## src/rtl/wb_mem_arb.sv

```systemverilog
// wb_mem_arb: two-master (imem, dmem) to one-slave Wishbone arbiter in front
// of the QSPI memory controller. The winning request is latched on grant and
// held until the slave acknowledges; ties are round-robin or dmem-priority.
module wb_mem_arb #(
  parameter bit RR_EN = 1'b1
) (
  input  logic        clk_i,
  input  logic        rst_in,
  // imem master (read-only)
  input  logic        i_stb_i,
  input  logic [31:0] i_adr_i,
  output logic        i_ack_o,
  // dmem master
  input  logic        d_stb_i,
  input  logic        d_we_i,
  input  logic [3:0]  d_be_i,
  input  logic [31:0] d_adr_i,
  input  logic [31:0] d_dat_i,
  output logic        d_ack_o,
  // shared read data
  output logic [31:0] rdat_o,
  // slave side
  output logic        s_stb_o,
  output logic        s_we_o,
  output logic [3:0]  s_be_o,
  output logic [31:0] s_adr_o,
  output logic [31:0] s_dat_o,
  input  logic        s_ack_i,
  input  logic [31:0] s_dat_i,
  output logic        busy_o
);

  typedef enum logic [1:0] {
    IDLE  = 2'd0,
    GNT_I = 2'd1,
    GNT_D = 2'd2
  } state_e;

  typedef enum logic {
    M_I = 1'b0,
    M_D = 1'b1
  } master_e;

  state_e      state_q, state_d;
  master_e     last_q,  last_d;
  logic [31:0] adr_q,   adr_d;
  logic [31:0] dat_q,   dat_d;
  logic [3:0]  be_q,    be_d;
  logic        we_q,    we_d;
  logic        grant_i, grant_d;

  // Arbitration in IDLE, request latching on grant, release on slave ack.
  always_comb begin
    // NOTE: every output of this block gets a default first, so no path
    // through the case leaves a signal unassigned and no latch is inferred.
    state_d = state_q;
    last_d  = last_q;
    adr_d   = adr_q;
    dat_d   = dat_q;
    be_d    = be_q;
    we_d    = we_q;
    grant_i = 1'b0;
    grant_d = 1'b0;

    case (state_q)
      IDLE: begin
        if (i_stb_i && d_stb_i) begin
          // Tie: round-robin favours whoever did not win last time.
          grant_i = RR_EN ? (last_q == M_D) : 1'b0;
          grant_d = !grant_i;
        end else begin
          grant_i = i_stb_i;
          grant_d = d_stb_i;
        end

        if (grant_i) begin
          state_d = GNT_I;
          last_d  = M_I;
          adr_d   = i_adr_i;
          dat_d   = '0;
          be_d    = 4'hF;
          we_d    = 1'b0;
        end else if (grant_d) begin
          state_d = GNT_D;
          last_d  = M_D;
          adr_d   = d_adr_i;
          dat_d   = d_dat_i;
          be_d    = d_be_i;
          we_d    = d_we_i;
        end
      end
      // The slave cannot abort, so the grant is released only on its ack,
      // whether or not the master is still requesting.
      GNT_I, GNT_D: begin
        if (s_ack_i) state_d = IDLE;
      end
      default: state_d = IDLE;
    endcase
  end

  // State and latched request registers; asynchronous active-low reset.
  always_ff @(posedge clk_i or negedge rst_in) begin
    // NOTE: sequential state uses non-blocking assignments so every flop
    // samples the pre-edge values of the others.
    if (!rst_in) begin
      state_q <= IDLE;
      last_q  <= M_D;  // imem wins the first tie after reset
      adr_q   <= '0;
      dat_q   <= '0;
      be_q    <= '0;
      we_q    <= 1'b0;
    end else begin
      state_q <= state_d;
      last_q  <= last_d;
      adr_q   <= adr_d;
      dat_q   <= dat_d;
      be_q    <= be_d;
      we_q    <= we_d;
    end
  end

  // Slave side is driven only from the latched registers.
  assign busy_o  = (state_q != IDLE);
  assign s_stb_o = busy_o;
  assign s_adr_o = adr_q;
  assign s_dat_o = dat_q;
  assign s_be_o  = be_q;
  assign s_we_o  = we_q;

  // Zero-latency acks; a master that has dropped its stb gets no ack.
  assign i_ack_o = (state_q == GNT_I) && s_ack_i && i_stb_i;
  assign d_ack_o = (state_q == GNT_D) && s_ack_i && d_stb_i;
  assign rdat_o  = s_dat_i;

endmodule

```

## config.mk

```make
export PLATFORM = sky130hd
export DESIGN_NAME = wb_mem_arb
export DESIGN_NICKNAME = d
export VERILOG_FILES = /design/src/rtl/wb_mem_arb.sv
export SDC_FILE = /design/constraint.sdc
export NUM_CORES = 1
export LEC_CHECK = 0
export BUFFER_PORTS_ARGS = -buffer_cell sky130_fd_sc_hd__buf_4
export CORE_MARGIN = 1
export CORE_UTILIZATION = 25
export DETAILED_ROUTE_END_ITERATION = 6
export MAX_ROUTING_LAYER = met4
export PLACE_DENSITY_LB_ADDON = 0.05
export SLEW_MARGIN = 15
export SYNTH_ARGS = -nofsm -noshare
export SYNTH_HDL_FRONTEND = slang
export SYNTH_SLANG_ARGS = --single-unit
```

## constraint.sdc

```tcl
create_clock -name clk_i -period 2.1 [get_ports clk_i]
set_input_delay 0.63 -clock clk_i [delete_from_list [all_inputs] [get_ports clk_i]]
set_output_delay 0.63 -clock clk_i [all_outputs]
set_load 0.01 [all_outputs]
```

# Word level (Yosys, flattened, before mapping)

Cells that the tools add are included.

Bits of input ports: 138
Bits in registers: 72

Reductions and logical operators: 12
Eq/ne operators: 4
Muxes and demuxes: 18

Operator list:

| operator                                                               | count |
|---|---|
| 32-bit two-way mux                                                     | 4 |
| 1-bit two-way mux                                                      | 8 |
| 4-bit two-way mux                                                      | 2 |
| 2-bit two-way mux                                                      | 3 |
| 1-bit logical AND                                                      | 5 |
| 2-bit one-hot mux with 2 select lines                                  | 1 |
| 2-bit AND reduction                                                    | 2 |
| 2-bit nonzero test                                                     | 2 |
| 3-bit inequality test (second input constant)                          | 1 |
| 2-bit by 1-bit equality test with 1-bit output (second input constant) | 1 |
| 2-bit equality test (second input constant)                            | 1 |
| 2-bit logical NOT                                                      | 1 |
| 2-bit inequality test (second input constant)                          | 1 |
| 2-bit OR reduction                                                     | 1 |
| 1-bit logical NOT                                                      | 1 |

# Longest topological paths before layout

Gate-level depths: netlist of the first run.

Depth after elaboration: 6
Gate-level depth with buffers: 7

# Least setup slack after synthesis of the first run

OpenSTA, ideal clock, no wires.

Path type: input-to-output
Start: input i_stb_i
End: output i_ack_o
Stages: 3
Path buffers: 2
Slack: 223 ps
Data arrival time: 1247 ps
Cell sequence: buf_6 > clkbuf_1 > and3_1

Longest elaborated chain between the ends: 1

RTL lines:

| item              | line | source |
|---|---|---|
| from (decl)       | 10   | `input logic i_stb_i,` |
| 1-bit logical AND | 131  | `assign i_ack_o = (state_q == GNT_I) && s_ack_i && i_stb_i;` |
| to (decl)         | 12   | `output logic i_ack_o,` |

Every way passes these cells.

# Worst setup path after layout of the first run

Start: register state_q[0]
End: register dat_q[2] (netlist: s_dat_o[2])

Longest elaborated chain between the ends: 2

RTL lines:

| item                          | line | source |
|---|---|---|
| from (decl)                   | 44   | `state_e state_q, state_d;` |
| from (signal assigned)        | 113  | `state_q <= state_d;` |
| 2-bit logical NOT             | 65   | `case (state_q)` |
| 2-bit AND reduction (no line) | --   |  |
| to (signal assigned)          | 116  | `dat_q <= dat_d;` |
| to (decl)                     | 47   | `logic [31:0] dat_q, dat_d;` |

Every way passes these cells.
A chain may end at the register's enable or synchronous reset.

==> impl_summary.log, run 1 <==
[metrics] status: complete, no violations
[metrics] syn nets: roughly 470
[metrics] total negative slack: 0 ns
[metrics] total inserted antenna cells: 0
[metrics] final max-slew violation count: 0
[metrics] Num Clock Sinks: just over 70
[metrics] CORE AREA: approximately 13000 µm²
[metrics] share of flip-flops with an asynchronous set or reset after synthesis: 100%
[metrics] TritonCTS clock tree: yes
[metrics] cell area after synthesis: around 3400 µm²
[metrics] power per cell area: ~1600 nW/µm²
[metrics] drc violations: 0
[metrics] top area cells in the synthesized netlist: dfrtp_1 (53%), a22o_1 (8.6%), buf_4 (7.8%), a31oi_1 (5.9%), a21oi_1 (4.9%)
[metrics] largest net degree at the start of global routing: 67
[metrics] cts bufs inserted: 9
[metrics] Skew-Pair Late Insertion Delay: around 0.34 ns
[metrics] initial cell density of the core: 25.6%
[metrics] distinct cell type count of the synthesized netlist: 28
[metrics] mux contribution to synthesized area: less than 1%
[metrics] number of antenna violations at the first check in global routing: 0
[metrics] number of enable-type register cells in the synthesized netlist: 0
[metrics] clock root buffer: clkbuf_16
[metrics] pin slew with the least headroom to its limit: slightly below 1 ns
[metrics] Reg area: around 1800 µm²
[metrics] sequential fraction of the synthesis area: 53.4%
[metrics] worst endpoint data arrival time: roughly 2.2 ns
[metrics] via count: roughly 3000
[metrics] compound-cell area share of the yosys netlist: a little over a quarter
[metrics] P_leak: 2.39 nW
[metrics] flip-flop cell with the highest count after synthesis: dfrtp_1
[metrics] achievable frequency: 0.518 GHz
[metrics] area share of and/or/nand/nor cells after synthesis: under 10%
[metrics] setup fix buffers added after clock tree synthesis: 0
[metrics] capture point of the worst reg-to-reg path: s_dat_o[2]
[metrics] largest family of logic cells by synthesized area: compound AO/OA/AOI/OAI gates
[metrics] fraction of synthesized cell area taken by the top area cell type: 52.6%
[metrics] launch point of the worst path: state_q[0]
[metrics] weighted congestion at the end of routability-driven global placement: ~0.75
[metrics] post-DP HPWL: between 7000 and 8000 µm
[metrics] vias in the first global route: approximately 3100
[metrics] Filler Cells Inserted: roughly 1400
[metrics] Final Setup Violations: 0
[metrics] maximum clock path buffer count: 2
[metrics] Vert. Die Dim: ~120 µm
[metrics] Setup Crit Path Kind: register to register
[metrics] worst hold slack: between 0.2 and 0.25 ns
[metrics] Critical Path End Type: register
[metrics] Worst slew margin: 34.2%
[metrics] H-Tree Depth: 3
[metrics] GRT Util Overall: about 17%
[metrics] number of buffer cells added on primary ports: between 150 and 200
[metrics] Avg Vias per Cell: 4.69
[metrics] Synth top cells by count: dfrtp_1 (71), buf_4 (35), a21oi_1 (33), a22o_1 (33), nor2_1 (33)
[metrics] number of hold buffers added after CTS: 0
[metrics] number of nets in the final layout: about 600
[metrics] overall overflow remaining after global route: 0
[metrics] Final ANT Viol Nets: 0
[metrics] wirelength, routed: approximately 11000 µm
[metrics] flip-flop and latch count after synthesis: between 70 and 80
[metrics] I/O pin count: ~240
[metrics] layout overhead on the synthesized area: 48.5%
[metrics] cell with the most instances after synthesis: dfrtp_1
[metrics] synthesis warning total: 0
[metrics] final cycle utilization of the critical path: 92.0%
[metrics] time the final worst path needs with I/O delays and setup: between 1.5 and 2 ns
[metrics] Crit Path Max Fanout: 33
[metrics] startpoint type of the worst setup path: register
[metrics] count of standard-cell rows: 42
[metrics] worst endpoint required time: ~2.4 ns
[metrics] Gates resized, CTS repair: 0
[metrics] worst-case clock skew: ~0.0044 ns
[metrics] post-synthesis adder-cell area fraction: about 1.5%
[metrics] drt first pass iters: 4
[metrics] die width: 118 µm
[metrics] die footprint: between 10000 and 15000 µm²
[metrics] RSZ-0062 raised after global routing: no
[metrics] max-capacitance violation count: 0
[metrics] worst setup slack for register-to-register paths: around 0.17 ns
[metrics] cell taking the most area after synthesis: dfrtp_1
[metrics] drt first-iter violations: 151
[metrics] maximum vdd ir drop: approximately 0.68 mV
[metrics] Mapped Avg Cell Area: between 10 and 15 µm²
[metrics] logic depth of the worst register-to-register path: 5
[metrics] WL per Instance: 17.2 µm
[metrics] number of standard cells after synthesis: roughly 320
[metrics] wire length of the first global-routing pass: ~17000 µm
[metrics] worst hold-check path type: input port to asynchronous set/reset pin
[metrics] post-route standard cell area excluding fillers: approximately 5000 µm²
[metrics] Reg clk slew, reported paths: approximately 0.060 ns
[metrics] total power: approximately 8.0 mW
[metrics] multi-input gate area in the final layout: roughly 1100 µm²
[metrics] fraction of final layout cells sized beyond drive strength 1: between 40 and 50%
[metrics] final hold violations: 0
[metrics] XOR/XNOR Fraction of Synth Area: 0%
[metrics] critical register-to-register path startpoint: state_q[0]
[metrics] DP Area: between 4000 and 5000 µm²
==> metal layers <==
| layer | vias to the layer above | track usage (%) | part of all wire (%) |
|---|---|---|---|
| met5 | - | - | 0 |
| met4 | 0 | 5.37 | 0.90 |
| met3 | 15 | 6.08 | 7.5 |
| met2 | 138 | 26.1 | 48 |
| met1 | 1454 | 19.7 | 43 |
| li1 | 1408 | - | - |
==> flip-flops by register name (all words and copies together) (netlist names) <==
name / cells
s_be_o: 4
s_we_o: 1
last_q: 1
s_dat_o: 32
s_adr_o: 32
state_q: 2
==> report_power, final <==
part | total, mW | leakage, nW | switching, mW | internal [mW]
clock network | 2.03 | 0.186 | 0.622 | 1.41
registers | 2.49 | 0.860 | 0.388 | 2.10
logic | 3.50 | 1.34 | 1.78 | 1.72
==> kinds of logic (layout without fill, tap and decap cells) <==
logic type | after synthesis | count (layout)
mux | 1 | 1
buf+inv | 65 | 209
simple gates | 41 | 41
compound gates | 140 | 140
fa+ha+maj | 4 | 4
flops | 72 | 72
==> placed cells by master, fill, tap and decap left out, drive strengths merged, types with 2 or more instances in the layout <==
cell type,synthesis,layout
nand2,2,2
o21ai,35,35
a31oi,32,32
inv,4,5
ha,4,4
clkbuf,9,9
buf,52,189
and3,2,2
bufinv,0,5
dfrtp,71,71
nor2,33,33
a21oi,34,34
o22a,4,4
a22o,33,33
==> stage by stage <==
stage / cells / setup slack, ns / util, %
6_report: 643 / 0.169 / 38.0
5_1_grt: 643 / 0.0166 / 38.0
4_1_cts: 643 / 0.0979 / 38.0
3_5_place_dp: 627 / 0.0842 / 35.1
3_3_place_gp: 627 / 0.118 / 35.1
2_1_floorplan: 323 / 0.223 / -
==> critical path: stages, from the launching register on <==
cell	delay (ns)
dfrtp_1	0.37
inv_1	0.12
ha_1	0.26
o21ai_4	0.10
a21oi_4	0.75
a22o_1	0.25
==> layout make-up <==
type	instances	area share [%]
well taps	176	4.39
inverters	4	0.299
multi-input cells	186	22.8
clock buffers	9	4.49
flip-flops and latches	72	35.9
clock inverters	7	3.32
repair buffers	189	28.8
==> how the worst max path moves through the flow <==
stage                        endpoint
after floorplan               i_ack_o
after global placement     s_dat_o[0]
after detailed placement   s_dat_o[2]
after CTS                 s_dat_o[15]
after global routing      s_dat_o[15]
final                      s_dat_o[2]
Power figures use the tool's default switching activity.
==> run 2: changes to the inputs <==
==> constraint.sdc (replaced) <==
create_clock -name clk_i -period 1.9 [get_ports clk_i]
set_input_delay 0.57 -clock clk_i [delete_from_list [all_inputs] [get_ports clk_i]]
set_output_delay 0.57 -clock clk_i [all_outputs]
set_load 0.01 [all_outputs]
==> impl_summary.log, run 2 (synthesis gave the netlist of run 1 again) <==
[metrics] status: complete, no violations
[metrics] GRT Util Overall: 17.0%
[metrics] critical register-to-register path startpoint: state_q[0]
[metrics] DP Area: approximately 4600 µm²
[metrics] vias in the first global route: 3299
[metrics] logic depth of the worst register-to-register path: 8
[metrics] Reg clk slew, reported paths: 0.06 ns
[metrics] I/O pin count: 243
[metrics] number of buffer cells added on primary ports: ~180
[metrics] largest net degree at the start of global routing: 73
[metrics] H-Tree Depth: 3
[metrics] Setup Crit Path Kind: register to output pin
[metrics] cts bufs inserted: 9
[metrics] uppermost layer routed: met4
[metrics] power per cell area: between 1500 and 2000 nW/µm²
[metrics] die width: 118 µm
[metrics] startpoint type of the worst setup path: register
[metrics] met3 WL post-DR: 751 µm
[metrics] time the final worst path needs with I/O delays and setup: 1.86 ns
[metrics] worst-path cell with the longest stage delay: dfrtp_1
[metrics] final max-slew violation count: 0
[metrics] CORE AREA: 13200 µm²
[metrics] achievable frequency: around 0.54 GHz
[metrics] largest incremental delay on the critical path: 0.36 ns
[metrics] worst setup slack for register-to-register paths: ~0.11 ns
[metrics] drc violations: 0
[metrics] combinational fraction of design power: 46.7%
[metrics] Crit Path Max Fanout: 3
[metrics] Critical Path End Type: output pin
[metrics] Filler Cells Inserted: 1370
[metrics] number of antenna violations at the first check in global routing: 0
[metrics] worst hold-check path type: input port to asynchronous set/reset pin
[metrics] count of standard-cell rows: 42
[metrics] P_leak: ~2.4 nW
[metrics] Vert. Die Dim: 118 µm
[metrics] initial cell density of the core: roughly a quarter
[metrics] CP cell instances: inv_2 -> buf_6 -> ha_2 -> and3_1 -> buf_4
[metrics] pin slew with the least headroom to its limit: between 0.6 and 0.7 ns
[metrics] number of nets in the final layout: 609
[metrics] overall overflow remaining after global route: 0
[metrics] post-route standard cell area excluding fillers: between 4000 and 5000 µm²
[metrics] internal power component: around 5.5 mW
[metrics] layout overhead on the synthesized area: 48.0%
[metrics] buffer and inverter count on the worst path: 3
[metrics] wire length of the first global-routing pass: around 18000 µm
[metrics] via count: a little over 3000
[metrics] fraction of final layout cells sized beyond drive strength 1: a little under half
[metrics] post-DP HPWL: approximately 7000 µm
[metrics] kind of cell adding the most delay to the critical path: flip-flops
[metrics] Avg Vias per Cell: 4.77
[metrics] total power: around 8.6 mW
[metrics] total met2 wirelength after detailed routing: ~5300 µm
[metrics] TritonCTS clock tree: yes
[metrics] final cycle utilization of the critical path: a little under 100%
[metrics] Final ANT Viol Nets: 0
[metrics] length of routed wiring on met1: 4990 µm
[metrics] max-capacitance violation count: 0
[metrics] Skew-Pair Late Insertion Delay: around 0.34 ns
[metrics] worst-case clock skew: between 0.004 and 0.005 ns
[metrics] die footprint: 14000 µm²
[metrics] weighted congestion at the end of routability-driven global placement: about 0.75
[metrics] wirelength, routed: 11300 µm
[metrics] worst endpoint required time: approximately 1.3 ns
[metrics] Worst slew margin: between 50% and 60%
[metrics] final hold violations: 0
[metrics] Num Clock Sinks: 72
[metrics] total negative slack: 0 ns
[metrics] clock root buffer: clkbuf_16
[metrics] worst endpoint data arrival time: 1.29 ns
[metrics] Final Setup Violations: 0
[metrics] Clk pwr share: about a fifth
[metrics] relative contribution of sequential cells to total power: 31.9%
[metrics] top library cells by usage in the layout, fill and taps aside: buf_4 (190), dfrtp_1 (71), nor2_1 (33), a21oi_1 (33), a22o_1 (33)
[metrics] most common library cell in the layout ignoring fill and taps: buf_4
[metrics] Switching Power: ~3.2 mW
[metrics] capture point of the worst reg-to-reg path: s_adr_o[23]
[metrics] drt first-iter violations: approximately 180
[metrics] WL per Instance: 17.4 µm
[metrics] drt first pass iters: 4
[metrics] maximum vdd ir drop: around 0.53 mV
[metrics] Switching Share: ~36%
[metrics] total inserted antenna cells: 0
[metrics] maximum clock path buffer count: 2
[run 2: final cells by class]
cell class | instances | area, µm² | area share [%]
clock buffers | 10 | 239 | 4.78
clock inverters | 5 | 81.3 | 1.63
inverters | 4 | 15.0 | 0.300
multi-input cells | 187 | 1160 | 23.2
flip-flops and latches | 72 | 1800 | 36.1
well taps | 176 | 220 | 4.41
repair buffers | 193 | 1480 | 29.6
[run 2: how the worst max path moves through the flow]
| stage | from | end | cells past startpoint | slack (ns) |
|---|---|---|---|---|
| floorplan | i_stb_i | i_ack_o | 3 | 0.14 |
| global placement | d_stb_i | s_dat_o[0] | 4 | -0.01 |
| detailed placement | d_stb_i | s_dat_o[24] | 4 | -0.07 |
| CTS | state_q[0] | d_ack_o | 5 | 0.001 |
| global route | state_q[0] | busy_o | 5 | -0.001 |
| finish | state_q[0] | d_ack_o | 5 | 0.04 |
[run 2: routing by layer]
metal / vias up / GRT usage (%)
li1: 1423 / -
met1: 1499 / 20.9
met2: 141 / 26.1
met3: 23 / 4.34
met4: 0 / 8.01
met5: - / -
[run 2: worst reg2reg max path: cells and delay by family (launching register included)]
family	cells	cell delay [ns]
AO/OA/AOI/OAI	3	0.40
flip-flops	1	0.36
buffers and inverters	4	0.73
adder cells (fa/ha/maj)	1	0.23
[run 2: what timing repair did]
item                       4_1_cts  5_1_grt
hold buffers                     0        0
hold endpoints to repair         0        0
buffers inserted                 0        1
setup endpoints to repair       34       20
resized for setup                2        3
gates cloned                     1        0
[run 2: power by group through the flow]
stage / Combinational (mW) / Clock (mW) / Sequential, mW
2_1_floorplan: 1.87 / 0 / 3.07
3_3_place_gp: 3.96 / 0 / 2.79
3_5_place_dp: 4.02 / 0 / 2.77
4_1_cts: 4.08 / 1.91 / 2.76
5_1_grt: 4.40 / 1.98 / 2.86
6_report: 4.03 / 1.85 / 2.76
[run 2: through the flow]
stage	hold slack (ns)	util, %	setup WS, ns	instances
5_1_grt	0.268	37.9	-0.00134	647
3_3_place_gp	0.476	35.2	-0.0148	630
4_1_cts	0.263	37.8	0.00133	646
2_1_floorplan	0.274	-	0.143	323
6_report	0.216	37.9	0.0405	647
3_5_place_dp	0.468	35.2	-0.0710	630
==> run 3: changes to the inputs <==
--- a/config.mk
+++ b/config.mk
@@ -11,6 +11,7 @@
 export DETAILED_ROUTE_END_ITERATION = 6
 export MAX_ROUTING_LAYER = met4
 export PLACE_DENSITY_LB_ADDON = 0.05
+export RECOVER_POWER = 50
 export SLEW_MARGIN = 15
 export SYNTH_ARGS = -nofsm -noshare
 export SYNTH_HDL_FRONTEND = slang
==> impl_summary.log, run 3 (synthesis gave the netlist of run 1 again) <==
[metrics] max-capacitance violation count: 0
[metrics] Final Setup Violations: 0
[metrics] GRT Util Overall: between 15 and 20%
[metrics] final hold violations: 0
[metrics] startpoint type of the worst setup path: register
[metrics] worst hold-check path type: input port to register
[metrics] clock root buffer: clkbuf_16
[metrics] post-DP HPWL: between 7000 and 8000 µm
[metrics] gr busiest metal: met2
[metrics] final cycle utilization of the critical path: between 90% and 100%
[metrics] final max-slew violation count: 0
[metrics] count of standard-cell rows: between 40 and 50
[metrics] vias in the first global route: 3299
[metrics] overall overflow remaining after global route: 0
[metrics] die footprint: roughly 14000 µm²
[metrics] startpoint of the tightest hold check path: d_dat_i[8]
[metrics] wirelength, routed: about 11000 µm
[metrics] fraction of final layout cells sized beyond drive strength 1: about 43%
[metrics] Num Clock Sinks: 72
[metrics] number of hold buffers added after CTS: 0
[metrics] worst hold slack: 0.439 ns
[metrics] Vert. Die Dim: ~120 µm
[metrics] drc violations: 0
[metrics] largest net degree at the start of global routing: 73
[metrics] worst endpoint required time: between 1 and 1.5 ns
[metrics] met2 Resource Use GR: a little over a quarter
[metrics] Final ANT Viol Nets: 0
[metrics] Worst slew margin: 30.2%
[metrics] status: complete, no violations
[metrics] die width: 118 µm
[metrics] time the final worst path needs with I/O delays and setup: 1.86 ns
[metrics] Reg clk slew, reported paths: ~0.060 ns
[metrics] number of antenna violations at the first check in global routing: 0
[metrics] worst endpoint data arrival time: roughly 1.3 ns
[metrics] P_leak: ~2.3 nW
[metrics] Setup Crit Path Kind: register to output pin
[metrics] Skew-Pair Late Insertion Delay: roughly 0.34 ns
[metrics] layout overhead on the synthesized area: 45.8%
[metrics] achievable frequency: between 0.5 and 0.6 GHz
[metrics] fraction of met1 tracks used by global routing: between 20% and 30%
[metrics] Crit Path Max Fanout: 3
[metrics] I/O pin count: between 200 and 250
[metrics] CP cell instances: inv_2 -> buf_6 -> ha_2 -> and3_1 -> buf_4
[metrics] maximum clock path buffer count: 2
[metrics] launch point of the worst path: state_q[0]
[metrics] top library cells by usage in the layout, fill and taps aside: buf_4 (173), dfrtp_1 (71), nor2_1 (33), a21oi_1 (33), a22o_1 (33)
[metrics] most common library cell in the layout ignoring fill and taps: buf_4
[metrics] pin slew with the least headroom to its limit: 1.05 ns
[metrics] weighted congestion at the end of routability-driven global placement: 0.752
[metrics] worst-path cell with the longest stage delay: dfrtp_1
[metrics] wire length of the first global-routing pass: ~18000 µm
[metrics] H-Tree Depth: 3
[metrics] cts bufs inserted: 9
[metrics] Avg Vias per Cell: 4.78
[metrics] CORE AREA: 13200 µm²
[metrics] total negative slack: 0 ns
[metrics] number of buffer cells added on primary ports: roughly 180
[metrics] power per cell area: approximately 1700 nW/µm²
[metrics] total inserted antenna cells: 0
[metrics] worst-case clock skew: ~0.0038 ns
[metrics] drt first pass iters: 7
[metrics] TritonCTS clock tree: yes
[metrics] Critical Path End Type: output pin
[metrics] met3 Resource Use GR: roughly 4.3%
[metrics] maximum vdd ir drop: approximately 0.53 mV
[metrics] initial cell density of the core: between 20 and 30%
[metrics] drt first-iter violations: 187
[metrics] via count: ~3100
[metrics] critical register-to-register path startpoint: state_q[0]
[metrics] WL per Instance: 17.4 µm
[metrics] number of nets in the final layout: 609
[metrics] largest incremental delay on the critical path: around 0.36 ns
-- run 3: changes by cell type in the layout (fill, tap and decap cells not counted), sizes merged --
cell | before | now
clkbuf | 10 | 28
buf | 193 | 175
-- run 3: worst paths after layout --
check	end	slack [ns]	depth (start not counted)
hold reg to reg	last_q	0.47	2
hold / removal	s_dat_o[8]	0.44	2
max in group asynchronous	s_adr_o[18]	0.68	2
setup / recovery	d_ack_o	0.04	5
min in group asynchronous	s_adr_o[2]	0.52	2
setup reg to reg	s_adr_o[23]	0.11	8
-- run 3: metrics by stage --
step           setup slack [ns]  utilization (%)  total power, mW  instance area (µm²)  std cells
2_1_floorplan             0.143                -             4.94                 3380        323
3_3_place_gp            -0.0148             35.2             6.75                 4650        630
3_5_place_dp            -0.0710             35.2             6.79                 4650        630
4_1_cts                 0.00133             37.8             8.76                 4980        646
5_1_grt                -0.00134             37.3             9.10                 4920        647
6_report                 0.0392             37.3             8.50                 4920        647
-- run 3: report_power, final --
group	internal (mW)	switching, mW
Clock	1.18	0.677
Sequential	2.32	0.432
Combinational	1.85	2.04
Total	5.35	3.15
-- run 3: cell type report --
type	instances	area [µm²]
Inverter	4	15.0
Sequential cell	72	1800
Fill cell	1384	8270
Tap cell	176	220
Clock buffer	10	239
Clock inverter	5	81.3
Timing Repair Buffer	193	1410
Multi-Input combinational cell	187	1160
-- run 3: metal layers --
layer  routed length (µm)  up-vias
met3                  732       23
met4                  218        0
li1                     -     1423
met2                 5300      142
met5                    0        -
met1                 5020     1505
-- run 3: critical path, delay by kind of cell, from the launching register on --
kind	cells	cell delay [ns]
adders and majority gates	1	0.17
buffers and inverters	3	0.30
DFF	1	0.36
and+or+nand+nor	1	0.13
-- run 3: timing repair --
action,CTS,global route
gates cloned,1,0
gates resized for setup,2,3
setup buffers,0,1
setup endpoints to repair,34,20
pin swaps,0,0
